**src/rtl/button_event_decoder_pkg.sv**
```systemverilog
// rtl/button_event_decoder_pkg.sv - shared state encoding and timing defaults for the button event decoder
package button_event_decoder_pkg;

    localparam int c_NUM_CH          = 4;
    localparam int c_CNT_WIDTH       = 24;
    localparam int c_LONG_PRESS_DEF  = 12500000;
    localparam int c_DOUBLE_GAP_DEF  = 6250000;

    typedef enum logic [2:0] {
        ST_ARM    = 3'd0,
        ST_IDLE   = 3'd1,
        ST_PRESS1 = 3'd2,
        ST_GAP    = 3'd3,
        ST_PRESS2 = 3'd4,
        ST_LONG   = 3'd5
    } state_t;

endpackage

```
**src/rtl/button_event_decoder_if.sv**
```systemverilog
// rtl/button_event_decoder_if.sv - switch levels in, per-channel event pulses and held levels out
interface button_event_decoder_if;
    import button_event_decoder_pkg::*;

    logic [c_NUM_CH-1:0] i_Switches;
    logic [c_NUM_CH-1:0] o_Click;
    logic [c_NUM_CH-1:0] o_Double;
    logic [c_NUM_CH-1:0] o_Long;
    logic [c_NUM_CH-1:0] o_Held;

    modport master (
        output i_Switches,
        input  o_Click,
        input  o_Double,
        input  o_Long,
        input  o_Held
    );

    modport slave (
        input  i_Switches,
        output o_Click,
        output o_Double,
        output o_Long,
        output o_Held
    );

endinterface

```
**src/rtl/button_event_decoder_channel.sv**
```systemverilog
// rtl/button_event_decoder_channel.sv - one switch channel: click/double/long FSM with its own counter
module button_event_channel
    import button_event_decoder_pkg::*;
#(
    parameter int c_LONG_PRESS = c_LONG_PRESS_DEF,
    parameter int c_DOUBLE_GAP = c_DOUBLE_GAP_DEF
) (
    input  logic i_Clk,
    input  logic i_Rst,
    input  logic i_Sw,
    output logic o_Click,
    output logic o_Double,
    output logic o_Long,
    output logic o_Held
);

    // The counter holds the edge count minus one, so expiry is seen one value early
    // and the registered pulse lands exactly after threshold edge N-1.
    localparam logic [c_CNT_WIDTH-1:0] c_LONG_LAST = c_CNT_WIDTH'(c_LONG_PRESS - 2);
    localparam logic [c_CNT_WIDTH-1:0] c_GAP_LAST  = c_CNT_WIDTH'(c_DOUBLE_GAP - 2);

    state_t                 r_state;
    state_t                 w_next_state;
    logic [c_CNT_WIDTH-1:0] r_cnt;
    logic [c_CNT_WIDTH-1:0] w_next_cnt;
    logic                   w_click;
    logic                   w_double;
    logic                   w_long;
    logic                   w_held;

    always_ff @(posedge i_Clk or posedge i_Rst) begin
        if (i_Rst) begin
            r_state  <= ST_ARM;
            r_cnt    <= '0;
            o_Click  <= 1'b0;
            o_Double <= 1'b0;
            o_Long   <= 1'b0;
            o_Held   <= 1'b0;
        end else begin
            r_state  <= w_next_state;
            r_cnt    <= w_next_cnt;
            o_Click  <= w_click;
            o_Double <= w_double;
            o_Long   <= w_long;
            o_Held   <= w_held;
        end
    end

    // Input changes are tested before expiry so a level change on the threshold edge wins.
    always_comb begin
        w_next_state = r_state;
        w_next_cnt   = r_cnt + 1'b1;
        w_click      = 1'b0;
        w_double     = 1'b0;
        w_long       = 1'b0;
        case (r_state)
            ST_ARM: begin
                w_next_cnt = '0;
                if (!i_Sw) w_next_state = ST_IDLE;
            end
            ST_IDLE: begin
                w_next_cnt = '0;
                if (i_Sw) w_next_state = ST_PRESS1;
            end
            ST_PRESS1: begin
                if (!i_Sw) begin
                    w_next_state = ST_GAP;
                    w_next_cnt   = '0;
                end else if (r_cnt == c_LONG_LAST) begin
                    w_long       = 1'b1;
                    w_next_state = ST_LONG;
                    w_next_cnt   = '0;
                end
            end
            ST_GAP: begin
                if (i_Sw) begin
                    w_next_state = ST_PRESS2;
                    w_next_cnt   = '0;
                end else if (r_cnt == c_GAP_LAST) begin
                    w_click      = 1'b1;
                    w_next_state = ST_IDLE;
                    w_next_cnt   = '0;
                end
            end
            ST_PRESS2: begin
                if (!i_Sw) begin
                    w_double     = 1'b1;
                    w_next_state = ST_IDLE;
                    w_next_cnt   = '0;
                end else if (r_cnt == c_LONG_LAST) begin
                    w_long       = 1'b1;
                    w_next_state = ST_LONG;
                    w_next_cnt   = '0;
                end
            end
            ST_LONG: begin
                w_next_cnt = '0;
                if (!i_Sw) w_next_state = ST_IDLE;
            end
            default: begin
                w_next_state = ST_ARM;
                w_next_cnt   = '0;
            end
        endcase
        w_held = (w_next_state == ST_LONG);
    end

endmodule

```
**src/rtl/button_event_decoder.sv**
```systemverilog
// rtl/button_event_decoder.sv - four independent button event channels behind one interface
module button_event_decoder
    import button_event_decoder_pkg::*;
#(
    parameter int c_LONG_PRESS = c_LONG_PRESS_DEF,
    parameter int c_DOUBLE_GAP = c_DOUBLE_GAP_DEF
) (
    input  logic                  i_Clk,
    input  logic                  i_Rst,
    button_event_decoder_if.slave bus
);

    logic [c_NUM_CH-1:0] w_click;
    logic [c_NUM_CH-1:0] w_double;
    logic [c_NUM_CH-1:0] w_long;
    logic [c_NUM_CH-1:0] w_held;

    for (genvar g = 0; g < c_NUM_CH; g++) begin : g_ch
        button_event_channel #(
            .c_LONG_PRESS(c_LONG_PRESS),
            .c_DOUBLE_GAP(c_DOUBLE_GAP)
        ) u_channel (
            .i_Clk    (i_Clk),
            .i_Rst    (i_Rst),
            .i_Sw     (bus.i_Switches[g]),
            .o_Click  (w_click[g]),
            .o_Double (w_double[g]),
            .o_Long   (w_long[g]),
            .o_Held   (w_held[g])
        );
    end

    assign bus.o_Click  = w_click;
    assign bus.o_Double = w_double;
    assign bus.o_Long   = w_long;
    assign bus.o_Held   = w_held;

endmodule

```
**src/flat_wrapper.sv**
```systemverilog
// flat-port wrapper written by rule: the top's interface ports become plain ports
module button_event_decoder_flat import button_event_decoder_pkg::*;
#(
    parameter int c_LONG_PRESS = c_LONG_PRESS_DEF,
    parameter int c_DOUBLE_GAP = c_DOUBLE_GAP_DEF
)
  (i_Clk, i_Rst, bus_i_Switches, bus_o_Click, bus_o_Double, bus_o_Long, bus_o_Held);
  button_event_decoder_if bus_i ();
  input  logic i_Clk;
  input  logic i_Rst;
  input wire logic [$bits(bus_i.i_Switches)-1:0] bus_i_Switches;
  output wire logic [$bits(bus_i.o_Click)-1:0] bus_o_Click;
  output wire logic [$bits(bus_i.o_Double)-1:0] bus_o_Double;
  output wire logic [$bits(bus_i.o_Long)-1:0] bus_o_Long;
  output wire logic [$bits(bus_i.o_Held)-1:0] bus_o_Held;
  assign bus_i.i_Switches = bus_i_Switches;
  assign bus_o_Click = bus_i.o_Click;
  assign bus_o_Double = bus_i.o_Double;
  assign bus_o_Long = bus_i.o_Long;
  assign bus_o_Held = bus_i.o_Held;
  button_event_decoder #(.c_LONG_PRESS(c_LONG_PRESS), .c_DOUBLE_GAP(c_DOUBLE_GAP)) u_core (.i_Clk(i_Clk), .i_Rst(i_Rst), .bus(bus_i));
endmodule
```
**config.mk**
```make
export PLATFORM = sky130hd
export DESIGN_NAME = button_event_decoder_flat
export DESIGN_NICKNAME = d
export VERILOG_FILES = /design/src/rtl/button_event_decoder_pkg.sv /design/src/rtl/button_event_decoder_if.sv /design/src/rtl/button_event_decoder_channel.sv /design/src/rtl/button_event_decoder.sv /design/src/flat_wrapper.sv
export SDC_FILE = /design/constraint.sdc
export NUM_CORES = 1
export LEC_CHECK = 0
export ABC_AREA = 1
export CORE_MARGIN = 10
export CORE_UTILIZATION = 55
export CTS_BUF_LIST = sky130_fd_sc_hd__clkbuf_16
export CTS_CLUSTER_DIAMETER = 80
export CTS_CLUSTER_SIZE = 40
export DETAILED_ROUTE_END_ITERATION = 6
export PLACE_DENSITY = 0.7
export SETUP_SLACK_MARGIN = 0.4
export SYNTH_ARGS = -nofsm -noshare
export SYNTH_HDL_FRONTEND = slang
export SYNTH_SLANG_ARGS = --single-unit
export TNS_END_PERCENT = 30
```
**constraint.sdc**
```tcl
create_clock -name i_Clk -period 4.3 [get_ports i_Clk]
set_input_delay 0.645 -clock i_Clk [delete_from_list [all_inputs] [get_ports i_Clk]]
set_output_delay 0.645 -clock i_Clk [all_outputs]
set_load 0.02 [all_outputs]
```
==> metrics.log <==
INFO  metric synth.most_common_cell = sky130_fd_sc_hd__nand2_1
INFO  metric die_y = 138 µm
INFO  metric maxClockFrequency = 0.487 GHz
INFO  metric max_cap_viol_count = 0
INFO  metric antenna_found_initial = 0
INFO  metric number_of_pins_exceeding_their_max_slew_limit_in_the_final_report = 0
INFO  metric postLayoutSetupSlackWorst = 2250 ps
INFO  metric seq_area_frac_synth = 40.2%
INFO  metric async_flop_share = 100%
INFO  metric clockBufferDepth = 2
INFO  metric syn_area = 7720 µm²
INFO  metric drtPass1Iterations = 6
INFO  metric hpwlAfterDp = 12800 µm
INFO  metric synth.top_cells.by_area = sky130_fd_sc_hd__dfrtp_1, sky130_fd_sc_hd__nand2_1, sky130_fd_sc_hd__nor2_1, sky130_fd_sc_hd__inv_1, sky130_fd_sc_hd__nand3_1
INFO  metric placement_rows = 43
INFO  metric synth_nets = 1106
INFO  metric slowest_stage = sky130_fd_sc_hd__clkdlybuf4s50_1
INFO  metric finalHoldWorstSlack = 476 ps
INFO  metric total_leakage_power = 3.63 nW
INFO  metric setup_violations = 0
INFO  metric criticalPathCategory = flip-flop to output pin
INFO  metric hp-class = flip-flop to flip-flop
INFO  metric postSynthAreaPerCell = 7.07 µm²
INFO  metric cts_resized = 0
INFO  metric tritoncts.num_buffers = 17
INFO  metric post-cts-setup-buffers = 0
INFO  metric grt_start_max_net_pins = 125
INFO  metric netlist.top_cell.by_area = sky130_fd_sc_hd__dfrtp_1
INFO  metric port_buffers = 21
INFO  metric timing.slew.headroom = 56.1%
INFO  metric layout_worst_path_cycle_share = 47.7%
INFO  metric htreeDepth = 4
INFO  metric initial_core_util = 55.8%
INFO  metric tritoncts_clock_tree = done
INFO  metric detailedPlace.worstSlack = 2310 ps
INFO  metric design.portCount = 22
INFO  metric clkSlewWorstSetupHoldPaths = 50 ps
INFO  metric final.setup.tns = 0 ps
INFO  metric worst_setup_path_end_kind = output pin
INFO  metric grt_first_pass_wirelength = 30200 µm
INFO  metric timing.critical_path.buf_inv = 1
INFO  metric via_count = 6851
INFO  metric required_worst_endpoint = 3650 ps
INFO  metric synthToLayoutAreaGrowth = 9.42%
INFO  metric routedWlPerCell = 13.6 µm
INFO  metric remaining_drc_errors = 0
INFO  metric globalRoute.totalOverflow = 0
INFO  metric kind_of_cell_adding_the_most_delay_to_the_critical_path = buffers and inverters
INFO  metric worstRegToRegCells = 8
INFO  metric first_global_vias = 6492
INFO  metric outcome = complete, no violations
INFO  metric core_region_area = 13800 µm²
INFO  metric synth_top_area_share = 40.2%
INFO  metric ant_nets = 0
INFO  metric holdPathStages = 1
INFO  metric layout.nets = 1119
INFO  metric totalWireLength = 17600 µm
INFO  metric report.final.hold_viol_count = 0
INFO  metric unrepaired_setup_endpoints_after_global_routing = false
INFO  metric clock-sinks = 124
INFO  metric worstSkewPairLatency = 410 ps
INFO  metric worstPathMaxFanout = 1
INFO  metric min_period = 2050 ps
INFO  metric die_area = 19200 µm²
INFO  metric globalplace.congestion = 0.944
INFO  metric die_x = 138 µm
INFO  metric gr-usage-all-layers = 18.5%
INFO  metric critical_path_cell_list = clkdlybuf4s50_1
INFO  metric initialDrtViolationCount = 817
INFO  metric launching_element_type_of_the_critical_path = flip-flop
INFO  metric worst_clock_skew = 7.25 ps
INFO  metric antenna_cell_count = 0
INFO  metric synth.lib_cells_used.distinct = 42
INFO  metric cp_peak_stage_delay = 630 ps
INFO  metric cp.arrival = 1410 ps
INFO  metric clk_root_buffer_cell = sky130_fd_sc_hd__clkbuf_16
INFO  metric highest_ir_drop_seen_on_vdd = 283 µV
INFO  metric routed_via_density = 5.30
INFO  metric edff_count_synth = 0
INFO  metric power_density = 379 nW/µm²
INFO  metric top_ff_cell_synth = sky130_fd_sc_hd__dfrtp_1
INFO  metric finalCoreUtilization = 61.1%
INFO  metric ratio_of_cells_with_drive_above_1_in_the_final_layout = 8.09%
INFO  metric timing_worst_slew_pin_value = 658 ps
INFO  metric cts_hold_repair.buffers = 0
INFO  metric path_depth = 1
INFO  metric yosys_register_bits = 124
INFO  metric netlist_top_cells_count = sky130_fd_sc_hd__nand2_1, sky130_fd_sc_hd__nor2_1, sky130_fd_sc_hd__inv_1, sky130_fd_sc_hd__dfrtp_1, sky130_fd_sc_hd__nand3_1
INFO  metric postSynthCellCount = 1092
INFO  metric synthesis.yosys.warnings = 0
-- power breakdown --
part / switching, mW / leakage, nW / internal, mW / total, mW
combinational: 0.436 / 1.66 / 0.183 / 0.619
sequential: 0.0985 / 1.71 / 1.25 / 1.35
clock: 0.476 / 0.251 / 0.757 / 1.23
-- layout by cell type (no fill, tap or decap), types with 2 or more instances in the layout --
master / instances
sky130_fd_sc_hd__nor3_2: 2
sky130_fd_sc_hd__inv_1: 146
sky130_fd_sc_hd__o21ai_0: 27
sky130_fd_sc_hd__clkdlybuf4s50_1: 21
sky130_fd_sc_hd__nor3_1: 46
sky130_fd_sc_hd__a21oi_1: 24
sky130_fd_sc_hd__clkinv_1: 6
sky130_fd_sc_hd__ha_1: 8
sky130_fd_sc_hd__inv_6: 2
sky130_fd_sc_hd__nor4_1: 8
sky130_fd_sc_hd__nand4_1: 23
sky130_fd_sc_hd__nand2_4: 4
sky130_fd_sc_hd__nand2_2: 5
sky130_fd_sc_hd__inv_2: 9
sky130_fd_sc_hd__xor2_1: 27
sky130_fd_sc_hd__xnor2_1: 5
sky130_fd_sc_hd__inv_4: 2
sky130_fd_sc_hd__nor2_1: 214
sky130_fd_sc_hd__nand3_2: 4
sky130_fd_sc_hd__nor3b_1: 2
sky130_fd_sc_hd__nand3_1: 94
sky130_fd_sc_hd__nand2_1: 225
sky130_fd_sc_hd__nor2_4: 2
sky130_fd_sc_hd__a21o_1: 5
sky130_fd_sc_hd__nor2_2: 34
sky130_fd_sc_hd__dfrtp_1: 124
sky130_fd_sc_hd__a31oi_1: 4
sky130_fd_sc_hd__o21ai_1: 2
sky130_fd_sc_hd__and3_1: 4
sky130_fd_sc_hd__o21bai_1: 3
sky130_fd_sc_hd__nand3b_1: 4
sky130_fd_sc_hd__clkbuf_16: 17
-- state kept, by name, summed over array words and instances, names as in the netlist --
name	cells
u_core.g_ch.u_channel.r_cnt	96
u_core.g_ch.u_channel.o_Click	4
u_core.g_ch.u_channel.o_Long	4
u_core.g_ch.u_channel.o_Held	4
u_core.g_ch.u_channel.r_state	12
u_core.g_ch.u_channel.o_Double	4
-- final cells by class --
cell class	instances	area [µm²]
Fill cell	1272	5380
Multi-Input combinational cell	782	3780
Sequential cell	124	3100
Inverter	158	612
Clock buffer	17	425
Timing Repair Buffer	22	230
Tap cell	180	225
Clock inverter	10	65.1
-- logic make-up (layout without fill, tap and decap cells) --
kind of cell               after synthesis  in the layout  share of synthesized area [%]
buffers and inverters                  186            207                           10.8
DFF                                    124            124                           40.2
and+or+nand+nor                        676            676                           39.5
adders and majority gates                8              8                           1.30
xor gates and xnor gates                32             32                           3.63
AOI/OAI and AO/OA                       66             66                           4.64
-- stage by stage --
step           std cells  instance area (µm²)  power (mW)
3_5_place_dp        1266                 7950        2.00
4_1_cts             1293                 8440        3.24
3_3_place_gp        1266                 7950        2.00
6_report            1293                 8440        3.20
5_1_grt             1293                 8440        3.40
2_1_floorplan       1092                 7720        1.89
-- layer usage --
layer / vias up / part of all wire (%) / GRT usage, %
li1: 3460 / - / -
met3: 23 / 5.4 / 4.14
met1: 3141 / 46 / 24.1
met2: 227 / 47 / 29.9
met5: - / 0 / 0
met4: 0 / 1.3 / 5.27
-- path summary, 6_finish.rpt --
kind / startpoint / end / slack [ps]
min in group asynchronous: i_Rst / u_core.g_ch[3].u_channel.r_cnt[0]$_DFF_PP0_ / 770
min reg2reg: u_core.g_ch[0].u_channel.r_cnt[23]$_DFF_PP0_ / u_core.g_ch[0].u_channel.r_cnt[23]$_DFF_PP0_ / 480
max: u_core.g_ch[1].u_channel.o_Long$_DFF_PP0_ / bus_o_Long[1] / 2250
min: u_core.g_ch[0].u_channel.r_cnt[23]$_DFF_PP0_ / u_core.g_ch[0].u_channel.r_cnt[23]$_DFF_PP0_ / 480
max reg2reg: u_core.g_ch[0].u_channel.r_cnt[0]$_DFF_PP0_ / u_core.g_ch[0].u_channel.r_cnt[16]$_DFF_PP0_ / 2420
max in group asynchronous: i_Rst / u_core.g_ch[0].u_channel.o_Double$_DFF_PP0_ / 3040
No activity file was read; power rests on OpenSTA's default activity.
